File: src/rtl/pipe_ctrl_pkg.sv
// Shared types and constants for the pipeline hazard controller.
package pipe_ctrl_pkg;

    localparam int unsigned REG_ADDR_W = 5;
    localparam logic [REG_ADDR_W-1:0] REG_ZERO = 5'd0;

    typedef enum logic [1:0] {
        RUN      = 2'd0,
        MEM_WAIT = 2'd1,
        FAULT    = 2'd2
    } state_e;

    // Pipeline register enables/flushes plus the data-memory request
    typedef struct packed {
        logic pc_en;
        logic ifid_en;
        logic idex_en;
        logic exmem_en;
        logic memwb_en;
        logic ifid_flush;
        logic idex_flush;
        logic memwb_flush;
        logic dmem_req;
    } pipe_ctrl_t;

    localparam pipe_ctrl_t CTRL_OFF = '0;

    localparam pipe_ctrl_t CTRL_FLOW = '{
        pc_en: 1'b1, ifid_en: 1'b1, idex_en: 1'b1, exmem_en: 1'b1, memwb_en: 1'b1,
        ifid_flush: 1'b0, idex_flush: 1'b0, memwb_flush: 1'b0, dmem_req: 1'b0
    };

    // Front of the pipe frozen; a bubble enters MEM/WB while memory is busy
    localparam pipe_ctrl_t CTRL_MEM_STALL = '{
        pc_en: 1'b0, ifid_en: 1'b0, idex_en: 1'b0, exmem_en: 1'b0, memwb_en: 1'b1,
        ifid_flush: 1'b0, idex_flush: 1'b0, memwb_flush: 1'b1, dmem_req: 1'b1
    };

endpackage

File: src/rtl/load_use_detect.sv
// Flags an ID instruction that reads the destination of a load currently in EX.
module load_use_detect
    import pipe_ctrl_pkg::*;
(
    input  logic [REG_ADDR_W-1:0] i_id_rs1_addr,
    input  logic [REG_ADDR_W-1:0] i_id_rs2_addr,
    input  logic                  i_id_uses_rs1,
    input  logic                  i_id_uses_rs2,
    input  logic                  i_ex_memRead,
    input  logic [REG_ADDR_W-1:0] i_ex_rd_addr,
    output logic                  o_load_use
);

    logic w_rs1_hit;
    logic w_rs2_hit;

    assign w_rs1_hit  = i_id_uses_rs1 && (i_id_rs1_addr == i_ex_rd_addr);
    assign w_rs2_hit  = i_id_uses_rs2 && (i_id_rs2_addr == i_ex_rd_addr);
    assign o_load_use = i_ex_memRead && (i_ex_rd_addr != REG_ZERO) && (w_rs1_hit || w_rs2_hit);

endmodule

File: src/rtl/pipe_hazard_ctrl.sv
// Stall/flush controller for the 5-stage pipeline: load-use, taken branch,
// multi-cycle data memory with wait timeout, and a saturating stall counter.
module pipe_hazard_ctrl
    import pipe_ctrl_pkg::*;
#(
    parameter int unsigned MAX_WAIT = 15,
    parameter int unsigned CNT_W    = 32
) (
    input  logic                  i_clk,
    input  logic                  i_rst_n,
    input  logic [REG_ADDR_W-1:0] i_id_rs1_addr,
    input  logic [REG_ADDR_W-1:0] i_id_rs2_addr,
    input  logic                  i_id_uses_rs1,
    input  logic                  i_id_uses_rs2,
    input  logic                  i_ex_memRead,
    input  logic [REG_ADDR_W-1:0] i_ex_rd_addr,
    input  logic                  i_ex_branch_taken,
    input  logic                  i_mem_memRead,
    input  logic                  i_mem_memWrite,
    input  logic                  i_dmem_ack,
    output logic                  o_dmem_req,
    output logic                  o_pc_en,
    output logic                  o_ifid_en,
    output logic                  o_idex_en,
    output logic                  o_exmem_en,
    output logic                  o_memwb_en,
    output logic                  o_ifid_flush,
    output logic                  o_idex_flush,
    output logic                  o_memwb_flush,
    output logic                  o_mem_err,
    output logic [CNT_W-1:0]      o_stall_cnt
);

    localparam int unsigned WAIT_W = $clog2(MAX_WAIT + 1);

    state_e            r_state;
    state_e            w_state_nxt;
    logic [WAIT_W-1:0] r_wait_cnt;
    logic [WAIT_W-1:0] w_wait_cnt_nxt;
    logic              r_mem_err;
    logic [CNT_W-1:0]  r_stall_cnt;
    logic              w_mem_op;
    logic              w_load_use;
    logic              w_stall_inc;
    pipe_ctrl_t        w_hzd_ctrl;
    pipe_ctrl_t        w_ctrl;

    load_use_detect u_load_use_detect (
        .i_id_rs1_addr (i_id_rs1_addr),
        .i_id_rs2_addr (i_id_rs2_addr),
        .i_id_uses_rs1 (i_id_uses_rs1),
        .i_id_uses_rs2 (i_id_uses_rs2),
        .i_ex_memRead  (i_ex_memRead),
        .i_ex_rd_addr  (i_ex_rd_addr),
        .o_load_use    (w_load_use)
    );

    assign w_mem_op = i_mem_memRead || i_mem_memWrite;

    // Branch/load-use resolution used whenever memory is not holding the pipe
    always_comb begin
        w_hzd_ctrl = CTRL_FLOW;
        if (i_ex_branch_taken) begin
            w_hzd_ctrl.ifid_flush = 1'b1;
            w_hzd_ctrl.idex_flush = 1'b1;
        end else if (w_load_use) begin
            w_hzd_ctrl.pc_en      = 1'b0;
            w_hzd_ctrl.ifid_en    = 1'b0;
            w_hzd_ctrl.idex_flush = 1'b1;
        end
    end

    always_ff @(posedge i_clk or negedge i_rst_n) begin
        if (!i_rst_n) begin
            r_state    <= RUN;
            r_wait_cnt <= '0;
        end else begin
            r_state    <= w_state_nxt;
            r_wait_cnt <= w_wait_cnt_nxt;
        end
    end

    // Next state, wait counter and control outputs; all controls low in reset
    always_comb begin
        w_state_nxt    = r_state;
        w_wait_cnt_nxt = r_wait_cnt;
        w_ctrl         = CTRL_OFF;
        if (i_rst_n) begin
            unique case (r_state)
                RUN: begin
                    if (w_mem_op && !i_dmem_ack) begin
                        w_state_nxt    = MEM_WAIT;
                        w_wait_cnt_nxt = WAIT_W'(1);
                        w_ctrl         = CTRL_MEM_STALL;
                    end else begin
                        w_ctrl          = w_hzd_ctrl;
                        w_ctrl.dmem_req = w_mem_op;
                    end
                end
                MEM_WAIT: begin
                    if (i_dmem_ack) begin
                        w_state_nxt     = RUN;
                        w_wait_cnt_nxt  = '0;
                        w_ctrl          = w_hzd_ctrl;
                        w_ctrl.dmem_req = 1'b1;
                    end else if (r_wait_cnt == WAIT_W'(MAX_WAIT)) begin
                        w_state_nxt = FAULT;
                        w_ctrl      = CTRL_MEM_STALL;
                    end else begin
                        w_wait_cnt_nxt = r_wait_cnt + WAIT_W'(1);
                        w_ctrl         = CTRL_MEM_STALL;
                    end
                end
                FAULT: begin
                    w_ctrl = CTRL_OFF;
                end
                default: begin
                    w_state_nxt = RUN;
                end
            endcase
        end
    end

    assign w_stall_inc = (r_state != FAULT) && !w_ctrl.pc_en;

    always_ff @(posedge i_clk or negedge i_rst_n) begin
        if (!i_rst_n) begin
            r_mem_err   <= 1'b0;
            r_stall_cnt <= '0;
        end else begin
            if (w_state_nxt == FAULT) begin
                r_mem_err <= 1'b1;
            end
            if (w_stall_inc && (r_stall_cnt != '1)) begin
                r_stall_cnt <= r_stall_cnt + CNT_W'(1);
            end
        end
    end

    assign o_pc_en       = w_ctrl.pc_en;
    assign o_ifid_en     = w_ctrl.ifid_en;
    assign o_idex_en     = w_ctrl.idex_en;
    assign o_exmem_en    = w_ctrl.exmem_en;
    assign o_memwb_en    = w_ctrl.memwb_en;
    assign o_ifid_flush  = w_ctrl.ifid_flush;
    assign o_idex_flush  = w_ctrl.idex_flush;
    assign o_memwb_flush = w_ctrl.memwb_flush;
    assign o_dmem_req    = w_ctrl.dmem_req;
    assign o_mem_err     = r_mem_err;
    assign o_stall_cnt   = r_stall_cnt;

endmodule

File: config.mk
export PLATFORM = sky130hd
export DESIGN_NAME = pipe_hazard_ctrl
export DESIGN_NICKNAME = d
export VERILOG_FILES = /design/src/rtl/pipe_ctrl_pkg.sv /design/src/rtl/load_use_detect.sv /design/src/rtl/pipe_hazard_ctrl.sv
export SDC_FILE = /design/constraint.sdc
export NUM_CORES = 1
export LEC_CHECK = 0
export BUFFER_PORTS_ARGS = -buffer_cell sky130_fd_sc_hd__buf_2
export CAP_MARGIN = 20
export CORE_ASPECT_RATIO = 1.2
export CORE_MARGIN = 2
export CORE_UTILIZATION = 30
export DETAILED_ROUTE_END_ITERATION = 16
export GPL_TIMING_DRIVEN = 0
export SLEW_MARGIN = 20
export SYNTH_ARGS = -nofsm -noshare
export SYNTH_HDL_FRONTEND = slang
export SYNTH_SLANG_ARGS = --single-unit
File: constraint.sdc
create_clock -name i_clk -period 2.9 [get_ports i_clk]
set_clock_uncertainty 0.2 [all_clocks]
set_input_delay 0 -clock i_clk [delete_from_list [all_inputs] [get_ports i_clk]]
set_output_delay 0 -clock i_clk [all_outputs]
set_load 0.005 [all_outputs]
Word level (Yosys, flattened, before mapping). Index checks and enable logic that the tools add are counted.

Register bits: 39. Bits in latches: 0. Bits in writable memories: 0. ROM bits: 0. Bits of input ports: 24. Output and inout port bits: 42. Logic and storage cells: 49. Memories: 0.

$add $sub $neg: 2. Multiply operators: 0. Div/mod/pow operators: 0. Order comparisons: 0. Eq/ne operators: 10. Shifts and indexed selects: 0. Muxes and demuxes: 18. Bitwise operators: 0. Reduce and logical (&&, ||, !) cells: 15.

Operators with widths (number): 32-bit by 1-bit adder with 32-bit output, second input constant (1); 32-bit inequality test, second input constant (1); 9-bit 2-to-1 mux (3); 9-bit one-hot mux with 2 select lines (1); 2-bit 2-to-1 mux (6); 4-bit 2-to-1 mux (3); 5-bit equality test (2); 4-bit one-hot mux with 2 select lines (1); 1-bit logical AND (7); 2-bit one-hot mux with 3 select lines (1); 5-bit nonzero test (1); 4-bit by 1-bit adder with 4-bit output, second input constant (1); 2-bit equality test, second input constant (2); 4-bit equality test, second input constant (1); 2-bit inequality test, second input constant (2); 4-bit AND reduction (1); 1-bit 2-to-1 mux (3); 3-bit inequality test, second input constant (1); 2-bit by 1-bit equality test with 1-bit output, second input constant (1); 1-bit logical NOT (2); 2-bit logical NOT (1); 1-bit logical OR (2); 2-bit nonzero test (1).

Logic depth before layout (Yosys ltp). Gate-level depths: netlist of the first run.

Depth in word-level cells: 12. Depth in mapped cells: 8. Gate-level depth less buffers: 7.

By module. Synthesis of the first run repeated with hierarchy kept, for this count alone.

Cell total of the unflattened synthesis: 233. Area total of the unflattened synthesis: 2332.2 µm².

Modules (own cells, without submodules): pipe_hazard_ctrl (times used 1, cells an instance 216, area an instance 2198.4 µm², seq. area each 975.9 µm²); load_use_detect (times used 1, cells an instance 17, area an instance 133.9 µm², seq. area each 0.0 µm²).

Least setup slack after synthesis of the first run. OpenSTA, ideal clock, no wires.

Path kind: register to register. Start point: register r_stall_cnt[21], in the netlist o_stall_cnt[21]. End point: register r_stall_cnt[1], in the netlist o_stall_cnt[1]. Setup time: 125 ps. Data arrival time: 1945 ps. Required time: 2575 ps. Slack: 630 ps. Cell stages (with the launch flop): 8. Path buffers: 1. Clock period less this slack: 2270 ps. Path through: dfrtp_1 nand4_1 nor4_1 nor4b_1 buf_2 nor2_1 nand2_1 mux2_2.

Word-level cells in the longest chain between the ends: 2.

Ends and longest elaborated chain: start, declared (RTL line pipe_hazard_ctrl.sv:41) `logic [CNT_W-1:0] r_stall_cnt;`; start signal, assigned (RTL line pipe_hazard_ctrl.sv:135) `r_stall_cnt <= r_stall_cnt + CNT_W'(1);`; 32-bit inequality test (RTL line pipe_hazard_ctrl.sv:134) `if (w_stall_inc && (r_stall_cnt != '1)) begin`; 1-bit logical AND (RTL line pipe_hazard_ctrl.sv:134).

Every way passes these cells. A chain may end at the register's enable or synchronous reset.

Worst setup path in the final report of the first run.
Start point: register r_stall_cnt[17], in the netlist o_stall_cnt[17]. End point: register r_stall_cnt[1], in the netlist o_stall_cnt[1].

The elaborated chain is that of the path after synthesis.

==> results of run 1 <==
[synth_stat cells, types with 2 or more instances]
master    number  area share [%]
inv_1          4            0.69
a31oi_1        2            0.58
nand3b_1       2            0.69
or4_1          2            0.69
xnor2_2        3             2.2
o21ai_0        8             1.8
nor2_1        14             2.4
clkbuf_1       3            0.52
nand3_1       17             3.9
nor3_1         8             1.8
nand4_1       15             4.3
and4_1         5             2.0
dfrtp_1       39              45
or4_4          3             1.6
nor4b_1        2            0.81
or2_2          2            0.58
buf_4          2            0.69
xnor2_1       22             8.9
nand2_1       15             2.6
and3_1         4             1.2
nand2b_1       3            0.86
ha_1           2             1.2
xor2_1        16             6.5
nor4_1         7             2.0
[worst max-delay path: cells and delay by family (launching register included)]
family        cells  cell delay, ps
simple gates      5            1220
mux               1             340
buf+inv           1             280
flops             1             440
[sequential cells by signal, indices dropped and copies added, names as in the netlist]
| register | count |
|---|---|
| r_wait_cnt | 4 |
| o_mem_err | 1 |
| o_stall_cnt | 32 |
| r_state | 2 |
[metal layers]
metal / up-vias / share of wire [%] / global-route usage (%) / routed length [um]
li1: 944 / - / - / -
met1: 905 / 47 / 19.4 / 2440
met2: 57 / 46 / 21.8 / 2360
met3: 4 / 5.6 / 3.53 / 290
met4: 0 / 0.93 / 3.85 / 48
met5: - / 0 / 0 / 0
[logic make-up after synthesis]
family | count (synthesis) | synth area share (%)
flops | 39 | 45.0
compound gates | 16 | 4.61
fa+ha+maj | 2 | 1.15
xor+xnor | 41 | 17.6
mux | 1 | 0.519
buf+inv | 12 | 2.82
simple gates | 107 | 28.4
[metrics by stage]
stage | cells | utilization, % | hold slack, ps | power [mW] | setup slack (ps)
detailed placement | 370 | 37.6 | 4.80 | 0.855 | 196
finish | 381 | 39.5 | 13.3 | 1.21 | 312
global route | 381 | 39.5 | 55.6 | 1.29 | 96.8
floorplan | 218 | - | -496 | 0.752 | 630
CTS | 381 | 39.5 | 8.89 | 1.23 | 292
global placement | 370 | 37.6 | 10.4 | 0.850 | 221
[final cells by class]
| cell class | instances | share of cell area [%] |
|---|---|---|
| buffer | 7 | 1.55 |
| clock buffer | 6 | 3.01 |
| clock inverter | 1 | 0.182 |
| inverter | 5 | 0.684 |
| multi-input combinational | 167 | 41.3 |
| sequential | 39 | 35.6 |
| tap | 87 | 3.97 |
| timing repair buffer | 69 | 13.7 |
[report_power, final]
part | switching (mW) | total (mW) | internal, mW
Clock | 0.179 | 0.366 | 0.187
Sequential | 0.0719 | 0.666 | 0.594
Combinational | 0.0816 | 0.182 | 0.101
Total | 0.333 | 1.21 | 0.881
[cell usage in the layout (no fill, tap or decap), types with 2 or more instances in the layout]
cell type and n:
buf_4 2, or4_4 3, and3_1 4, nand2b_1 3, dfrtp_1 39, clkbuf_8 6, xnor2_2 3, nand2_1 15
nand4_1 15, inv_1 4, nor4b_1 2, nor2_1 14, dlygate4sd3_1 3, clkbuf_1 3, ha_1 2, xor2_1 16
nand3_1 17, o21ai_0 8, a31oi_1 2, xnor2_1 22, and4_1 5, nor4_1 7, or2_2 2, nor3_1 8
or4_1 2, nand3b_1 2, buf_2 66
[final timing paths]
| check | startpoint | end | slack [ps] | cells after the start |
|---|---|---|---|---|
| worst max-delay path | o_stall_cnt[17] | o_stall_cnt[1] | 310 | 7 |
| worst min register to register | o_stall_cnt[28] | o_stall_cnt[28] | 280 | 1 |
| worst min-delay path | i_mem_memWrite | r_state[0] | 10 | 4 |
| min in group asynchronous | i_rst_n | o_stall_cnt[20] | 160 | 3 |
| worst max register to register | o_stall_cnt[17] | o_stall_cnt[1] | 310 | 7 |
| max in group asynchronous | i_rst_n | o_mem_err | 2150 | 3 |
==> impl_metrics.tcl, run 1 <==
set metrics [dict create \
    die_w_um 81.7 \
    clock-root-buffer "clkbuf_8" \
    grt_first_pass_wirelength_um 8760 \
    core_mm2 0.00694 \
    seq_area_um2 976 \
    cts-buffers-inserted 5 \
    synth-edff-count 0 \
    cts-resized-gates 0 \
    wl_per_cell_um 13.5 \
    core.rowCount 33 \
    gp_congestion 0.797 \
    worstPathMaxFanout 10 \
    drive_gt1_share_pct 30.3 \
    maxCapViolCount 0 \
    via_per_inst 5.01 \
    critPathKind "reg2reg" \
    power.leakage_nw 1.24 \
    synthesis.area_mm2 0.00217 \
    clk_pin_slew_ps 70 \
    grtUsageTotal_pct 14.0 \
    cp_slowest_cell "nor4_1" \
    syn_area_per_cell_um2 9.96 \
    grt-ovfl-total 0 \
    synth_nets 244 \
    ys_ff_latch 39 \
    finalSetupTns_ps 0 \
    final_area_mm2 0.00274 \
    fillCellCount 720 \
    drv_slew 0 \
    chipHeight_um 97.2 \
    setup_viol 0 \
    io_buffers 65 \
    fmax_mhz 386 \
    antenna_found_initial 0 \
    period_minus_slack_ps 2590 \
    power.density_mw_per_mm2 442 \
    worst_pin_slew_ps 696 \
    diodes 0 \
    cts.htree.levels 2 \
    seq_area_frac_synth_pct 45.0 \
    run_status "complete, no violations" \
    area_growth_pct 26.3 \
    cp_data_required_time_ps 2880 \
    fin_nets 320 \
    synthArstFlopShare_pct 100 \
    yosys_warnings 0 \
    netlist_instances 218 \
    clkSinkCount 39 \
    cp-end-kind "flop" \
    via_count 1910 \
    clk_path_buf_depth 2 \
    finalCritPeriodShare_pct 89.2 \
    postCtsSetupBuffers 0 \
    start_kind "flop" \
    multi_input_area_mm2 0.00113 \
    finalWirelength_um 5140 \
    place_area_mm2 0.00261 \
    holdCritPathClass "in2reg" \
    design.die.area_mm2 0.00794 \
    drc_errors 0 \
    holdBufCountCts 4 \
    worstPathCellList "nand4_1 -> nor4_1 -> nor4b_1 -> buf_2 -> nor2_1 -> nand2_1 -> mux2_2" \
    cts_tree "yes" \
    post-dp-hpwl_um 3810 \
    initial_core_util_pct 31.3 \
    ant_nets 0 \
    rsz0062_at_grt "no" \
    slowest_delay_ps 480 \
    insertion_delay_ps 280 \
    drtIter0Drc 65 \
    grt_pass1_vias 1853 \
    grt_max_degree 40 \
    worstPathArrival_ps 2560 \
    yosysUniqueCellTypes 42 \
    synth_ff_type "dfrtp_1" \
    hold_violations 0 \
    drt_first_pass_iters 4 \
    slew_headroom_pct 53.2 \
    ios 66 \
    ir_drop_mv 0.327 \
]
Power figures use the tool's default switching activity.
==> run 2: changes to the inputs <==
--- a/config.mk
+++ b/config.mk
@@ -5,6 +5,7 @@
 export SDC_FILE = /design/constraint.sdc
 export NUM_CORES = 1
 export LEC_CHECK = 0
+export ABC_AREA = 1
 export BUFFER_PORTS_ARGS = -buffer_cell sky130_fd_sc_hd__buf_2
 export CAP_MARGIN = 20
 export CORE_ASPECT_RATIO = 1.2
==> run 2 against run 1 <==
Against the previous run: area after synthesis increased by 34%; routed wire length increased by 67%; final area increased by 32%; global-route usage increased by 2.9 points; count of clock-buffer cells in the layout unchanged; synthesized cell count increased by 110%; non-clock buffer count increased by 7; die area increased by 32%; worst hold slack improved by 7.0 ps; critical endpoint is now o_stall_cnt[24]; largest cell class unchanged.
==> impl_metrics.tcl, run 2 <==
set metrics [dict create \
    run_status "complete, no violations" \
    clk_path_buf_depth 2 \
    critPathBufInv 0 \
    cp_slowest_cell "dfrtp_1" \
    insertion_delay_ps 290 \
    worstPathArrival_ps 2310 \
    yosysTopAreaCellShare_pct 33.6 \
    yosysUniqueCellTypes 28 \
    period_minus_slack_ps 2330 \
    path_depth 10 \
    diodes 0 \
    hold_violations 0 \
    grt_util_met1_pct 20.6 \
    postCtsSetupBuffers 0 \
    initial_core_util_pct 30.7 \
    finalCritPeriodShare_pct 80.5 \
    setup_viol 0 \
    grtUsageMet2_pct 29.8 \
    synth_ff_type "dfrtp_1" \
    grt_max_degree 40 \
    cts.htree.levels 2 \
    grt_first_pass_wirelength_um 14200 \
    drv_slew 0 \
    start_kind "flop" \
    gp_congestion 0.921 \
    power.density_mw_per_mm2 347 \
    grt-ovfl-total 0 \
    yosys_warnings 0 \
    clk_pin_slew_ps 60 \
    final_cell_mix "189 x nand2_1, 71 x buf_2, 53 x nor2_1" \
    via_count 3032 \
    synthesis.area_mm2 0.00291 \
    core_mm2 0.00947 \
    critPathTopFamily "simple AND/OR/NAND/NOR gates" \
    antenna_found_initial 0 \
    drive_gt1_share_pct 18.5 \
    maxCapViolCount 0 \
    io_buffers 65 \
    synthArstFlopShare_pct 100 \
    cts-buffers-inserted 5 \
    netlist_instances 448 \
    fmax_mhz 428 \
    yosysMostFrequentCell "nand2_1" \
    power.leakage_nw 1.93 \
    dp_cells 636 \
    design.die.area_mm2 0.0105 \
    ir_drop_mv 0.187 \
    via_per_inst 4.68 \
    fillCellCount 1037 \
    worstPathCellList "ha_1 -> nand3_2 -> nor2_2 -> nand2_1 -> nor2_1 -> nand3b_1 -> nor2_1 -> nand4_1 -> nand2_1 -> nand2_1" \
    power_mw 1.25 \
    fin_nets 550 \
    worst_pin_slew_ps 528 \
    cp_common_cell "nand2_1" \
    rr_worst_depth 10 \
    ios 66 \
    final_area_mm2 0.00361 \
    met3_usage_pct 3.04 \
    synth-edff-count 0 \
    post-dp-hpwl_um 6730 \
    fin_cells 648 \
    area_growth_pct 24.2 \
    clkSinkCount 39 \
    grt_pass1_vias 2962 \
    die_w_um 93.9 \
    yosysTopAreaCell "dfrtp_1" \
    largest_register_ffs 32 \
    cp_data_required_time_ps 2870 \
    slowest_delay_ps 440 \
    wl_per_cell_um 13.2 \
    drc_errors 0 \
    ys_ff_latch 39 \
    chipHeight_um 112 \
    grtUsageTotal_pct 16.9 \
    holdCritPathClass "in2reg" \
    drtIter0Drc 151 \
    seq_area_frac_synth_pct 33.6 \
    critPathKind "reg2reg" \
    place_area_mm2 0.00339 \
    drt_first_pass_iters 4 \
    syn_area_per_cell_um2 6.49 \
    rsz0062_at_grt "no" \
    finalSetupTns_ps 0 \
    core.rowCount 39 \
    cp-end-kind "flop" \
    synth_nets 474 \
    final_common_cell "nand2_1" \
    clock-root-buffer "clkbuf_16" \
    finalWirelength_um 8570 \
    fin_hold_ws_ps 20.3 \
    slew_headroom_pct 64.8 \
    ant_nets 0 \
    synth_area_leaders "dfrtp_1 34%, nand2_1 24%, nand4_1 8.4%" \
    whs_path_depth 7 \
    gr-max-usage-layer "met2" \
    worstPathMaxFanout 7 \
    cts_tree "yes" \
    netlist_top_cells_count "189 x nand2_1, 53 x nor2_1, 39 x dfrtp_1, 39 x inv_1, 39 x nand4_1" \
]
[run 2: cells by family after synthesis]
family / count (synthesis) / synth area share, %
xor+xnor: 20 / 6.03
buf+inv: 55 / 8.39
compound gates: 12 / 2.54
simple gates: 320 / 48.6
flops: 39 / 33.6
fa+ha+maj: 2 / 0.861
[run 2: path summary, 6_finish.rpt]
check / slack, ps / from / endpoint
worst max-delay path: 570 / o_stall_cnt[0] / o_stall_cnt[24]
worst min-delay path: 20 / i_mem_memRead / r_state[0]
worst max register to register: 570 / o_stall_cnt[0] / o_stall_cnt[24]
worst min register to register: 290 / o_mem_err / o_mem_err
max in group asynchronous: 2190 / i_rst_n / o_stall_cnt[24]
min in group asynchronous: 120 / i_rst_n / o_stall_cnt[10]
[run 2: worst register-to-register path, delay by kind of cell, from the launching register on]
family / cells / cell delay [ps]
simple gates: 9 / 1290
flops: 1 / 440
fa+ha+maj: 1 / 290
[run 2: routing by layer]
layer,vias to the layer above,wire [um]
met5,-,0
met4,0,158
met3,14,367
met2,53,4360
met1,1378,3690
li1,1587,-
[run 2: area by class of cell]
type,count,area (um^2),area share (%)
inverters,41,154,4.26
flip-flops and latches,39,976,27.0
plain buffers,14,90.1,2.50
clock buffers,6,139,3.85
multi-input cells,354,1690,46.7
clock inverters,2,35.0,0.971
well taps,123,154,4.26
repair buffers,69,375,10.4
[run 2: where the power goes]
| group | switching (mW) | total (mW) | internal, mW |
|---|---|---|---|
| clock | 0.216 | 0.644 | 0.427 |
| sequential | 0.000723 | 0.546 | 0.545 |
| combinational | 0.0372 | 0.0637 | 0.0265 |
[run 2: what timing repair did]
action / CTS / global route
gates resized for setup: 0 / 0
hold buffers: 4 / 0
hold endpoints to repair: 47 / 0
[run 2: through the flow]
stage	setup slack, ps	utilization, %
floorplan	1000	-
global placement	437	35.8
detailed placement	350	35.8
CTS	568	38.1
global route	405	38.1
finish	566	38.1
==> run 3: changes to the inputs <==
==> constraint.sdc (replaced) <==
create_clock -name i_clk -period 2.05 [get_ports i_clk]
set_clock_uncertainty 0.2 [all_clocks]
set_input_delay 0 -clock i_clk [delete_from_list [all_inputs] [get_ports i_clk]]
set_output_delay 0 -clock i_clk [all_outputs]
set_load 0.005 [all_outputs]
==> run 3 against run 2 <==
Against the previous run: first-iteration DRC count rose by 13%; final area up 6.6%; cell count is 1.9% higher; sequential power is 41% higher; combinational power grew 59%; utilization is 2.5 points higher; count of clock-buffer cells in the layout is the same; die area unchanged; routed wire length up 3.3%; sequential share of layout area fell by 1.5 points.
==> impl_metrics.tcl, run 3 (same netlist as run 2, synthesis figures left out) <==
set metrics [dict create \
    rsz0062_at_grt "yes" \
    maxCapViolCount 0 \
    seq_power_share_pct 43.4 \
    period_minus_slack_ps 1970 \
    grt_max_degree 40 \
    fin_nets 562 \
    power_mw 1.78 \
    critPathKind "reg2reg" \
    die_w_um 93.9 \
    finalCritPeriodShare_pct 95.9 \
    cp_data_required_time_ps 2020 \
    final_common_cell "nand2_1" \
    wl_per_cell_um 13.4 \
    worstReg2RegStart "o_stall_cnt[0]" \
    drive_gt1_share_pct 23.6 \
    grtUsageTotal_pct 17.3 \
    cts_tree "yes" \
    holdCritPathClass "in2out" \
    clk_pin_slew_ps 60 \
    insertion_delay_ps 280 \
    combPwrFrac_pct 5.7 \
    hold_violations 0 \
    core.rowCount 39 \
    drt_first_pass_iters 4 \
    worstReg2RegEnd "o_stall_cnt[24]" \
    gp_congestion 0.921 \
    area_growth_pct 32.4 \
    crit_path_start "o_stall_cnt[0]" \
    setup_viol 0 \
    reg2reg_slack_ps 80 \
    cts-buffers-inserted 5 \
    largest_register_ffs 32 \
    io_buffers 65 \
    grt_util_met1_pct 20.9 \
    p_sw_share_pct 20.2 \
    power.internal_mw 1.42 \
    run_status "complete, no violations" \
    rr_worst_depth 10 \
    drtIter0Drc 170 \
    design.die.area_mm2 0.0105 \
    fmax_mhz 508 \
    met3_usage_pct 3.04 \
    power.leakage_nw 2.02 \
    cts.htree.levels 2 \
    grtUsageMet2_pct 30.7 \
    finalWirelength_um 8850 \
    finalSetupTns_ps 0 \
    cp-end-kind "flop" \
    worstHoldStart "i_mem_memRead" \
    worstPathMaxFanout 5 \
    via_per_inst 4.66 \
    chipHeight_um 112 \
    ir_drop_mv 0.265 \
    start_kind "flop" \
    post-dp-hpwl_um 6730 \
    ios 66 \
    initial_core_util_pct 30.7 \
    drv_slew 0 \
    worst_pin_slew_ps 542 \
    ant_nets 0 \
    min_to "o_dmem_req" \
    clk_path_buf_depth 2 \
    diodes 0 \
    grt_pass1_vias 2997 \
    gr-max-usage-layer "met2" \
    switchingPower_mw 0.360 \
    drc_errors 0 \
    via_count 3078 \
    clkSinkCount 39 \
    antenna_found_initial 0 \
    final_cell_mix "187 x nand2_1, 67 x buf_2, 47 x nor2_1, 39 x nand4_1, 38 x inv_1" \
    grt-ovfl-total 0 \
    grt_first_pass_wirelength_um 14500 \
    clock-root-buffer "clkbuf_16" \
    power.density_mw_per_mm2 463 \
    core_mm2 0.00947 \
    power.share.clock_pct 51.0 \
    worstPathArrival_ps 1940 \
    slew_headroom_pct 63.9 \
    whs_path_depth 4 \
]
==> run 3: cell count changes in the layout (fill, tap and decap cells not counted), moves of 2 or more <==
cell	previous run	this run
nor3_1	11	8
nor2_2	2	5
dfrtp_1	39	33
buf_2	71	67
dfrtp_2	0	6
buf_6	3	5
nand2_1	189	187
dlygate4sd3_1	3	6
nor3_2	0	3
nor2_1	53	47
nor2_4	0	3
buf_4	2	12
nand2_2	1	3
==> run 3: how the worst max path moves through the flow <==
stage / endpoint / cells after the start
after global routing: o_stall_cnt[28] / 8
final: o_stall_cnt[24] / 10
after floorplan: o_stall_cnt[10] / 9
after CTS: o_stall_cnt[28] / 10
after global placement: o_stall_cnt[29] / 10
after detailed placement: o_stall_cnt[29] / 10
==> run 3: final cells by class <==
cell class / instances / area [um^2]
Buffer: 14 / 105
Clock buffer: 6 / 139
Clock inverter: 2 / 35.0
Fill cell: 1016 / 5620
Inverter: 41 / 156
Multi-Input combinational cell: 354 / 1790
Sequential cell: 39 / 983
Tap cell: 123 / 154
Timing Repair Buffer: 81 / 488
==> run 3: metal layers <==
layer / wire [um] / part of all wire [%]
met4: 178 / 2.0
met3: 275 / 3.1
met5: 0 / 0
met2: 4540 / 51
met1: 3850 / 44
==> run 3: critical path, stage by stage (launching register included) <==
cell      delay, ps
dfrtp_2         410
ha_4            180
nand3_4         140
nor2_4          170
nand2_2         120
nor2_1          130
nand3b_1         90
nor2_1          170
nand4_1         110
nand2_1          70
nand2_1          50
==> run 3: timing repair <==
item / 4_1_cts / 5_1_grt
pin swaps: 0 / 3
setup buffers: 1 / 7
endpoints found under the setup margin: 35 / 37
hold endpoints to repair: 46 / 2
hold buffers: 7 / 1
gates resized for setup: 14 / 24
==> run 3: metrics by stage <==
| step | setup WS [ps] | hold WS, ps | instances | utilization [%] | cell area (um^2) |
|---|---|---|---|---|---|
| 6_report | 83.3 | 168 | 660 | 40.6 | 3850 |
| 3_3_place_gp | -413 | -23.2 | 636 | 35.8 | 3390 |
| 4_1_cts | 3.33 | -122 | 652 | 39.3 | 3720 |
| 2_1_floorplan | 152 | -496 | 448 | - | 2910 |
| 3_5_place_dp | -500 | -6.38 | 636 | 35.8 | 3390 |
| 5_1_grt | -27.5 | 211 | 660 | 40.6 | 3850 |
==> run 3: power by group through the flow <==
stage	clock, mW	sequential, mW	combinational, mW
after floorplan	0	0.786	0.0327
after global placement	0	0.786	0.0789
after detailed placement	0	0.786	0.0818
after CTS	0.938	0.772	0.0999
after global routing	0.968	0.771	0.116
final	0.907	0.772	0.101
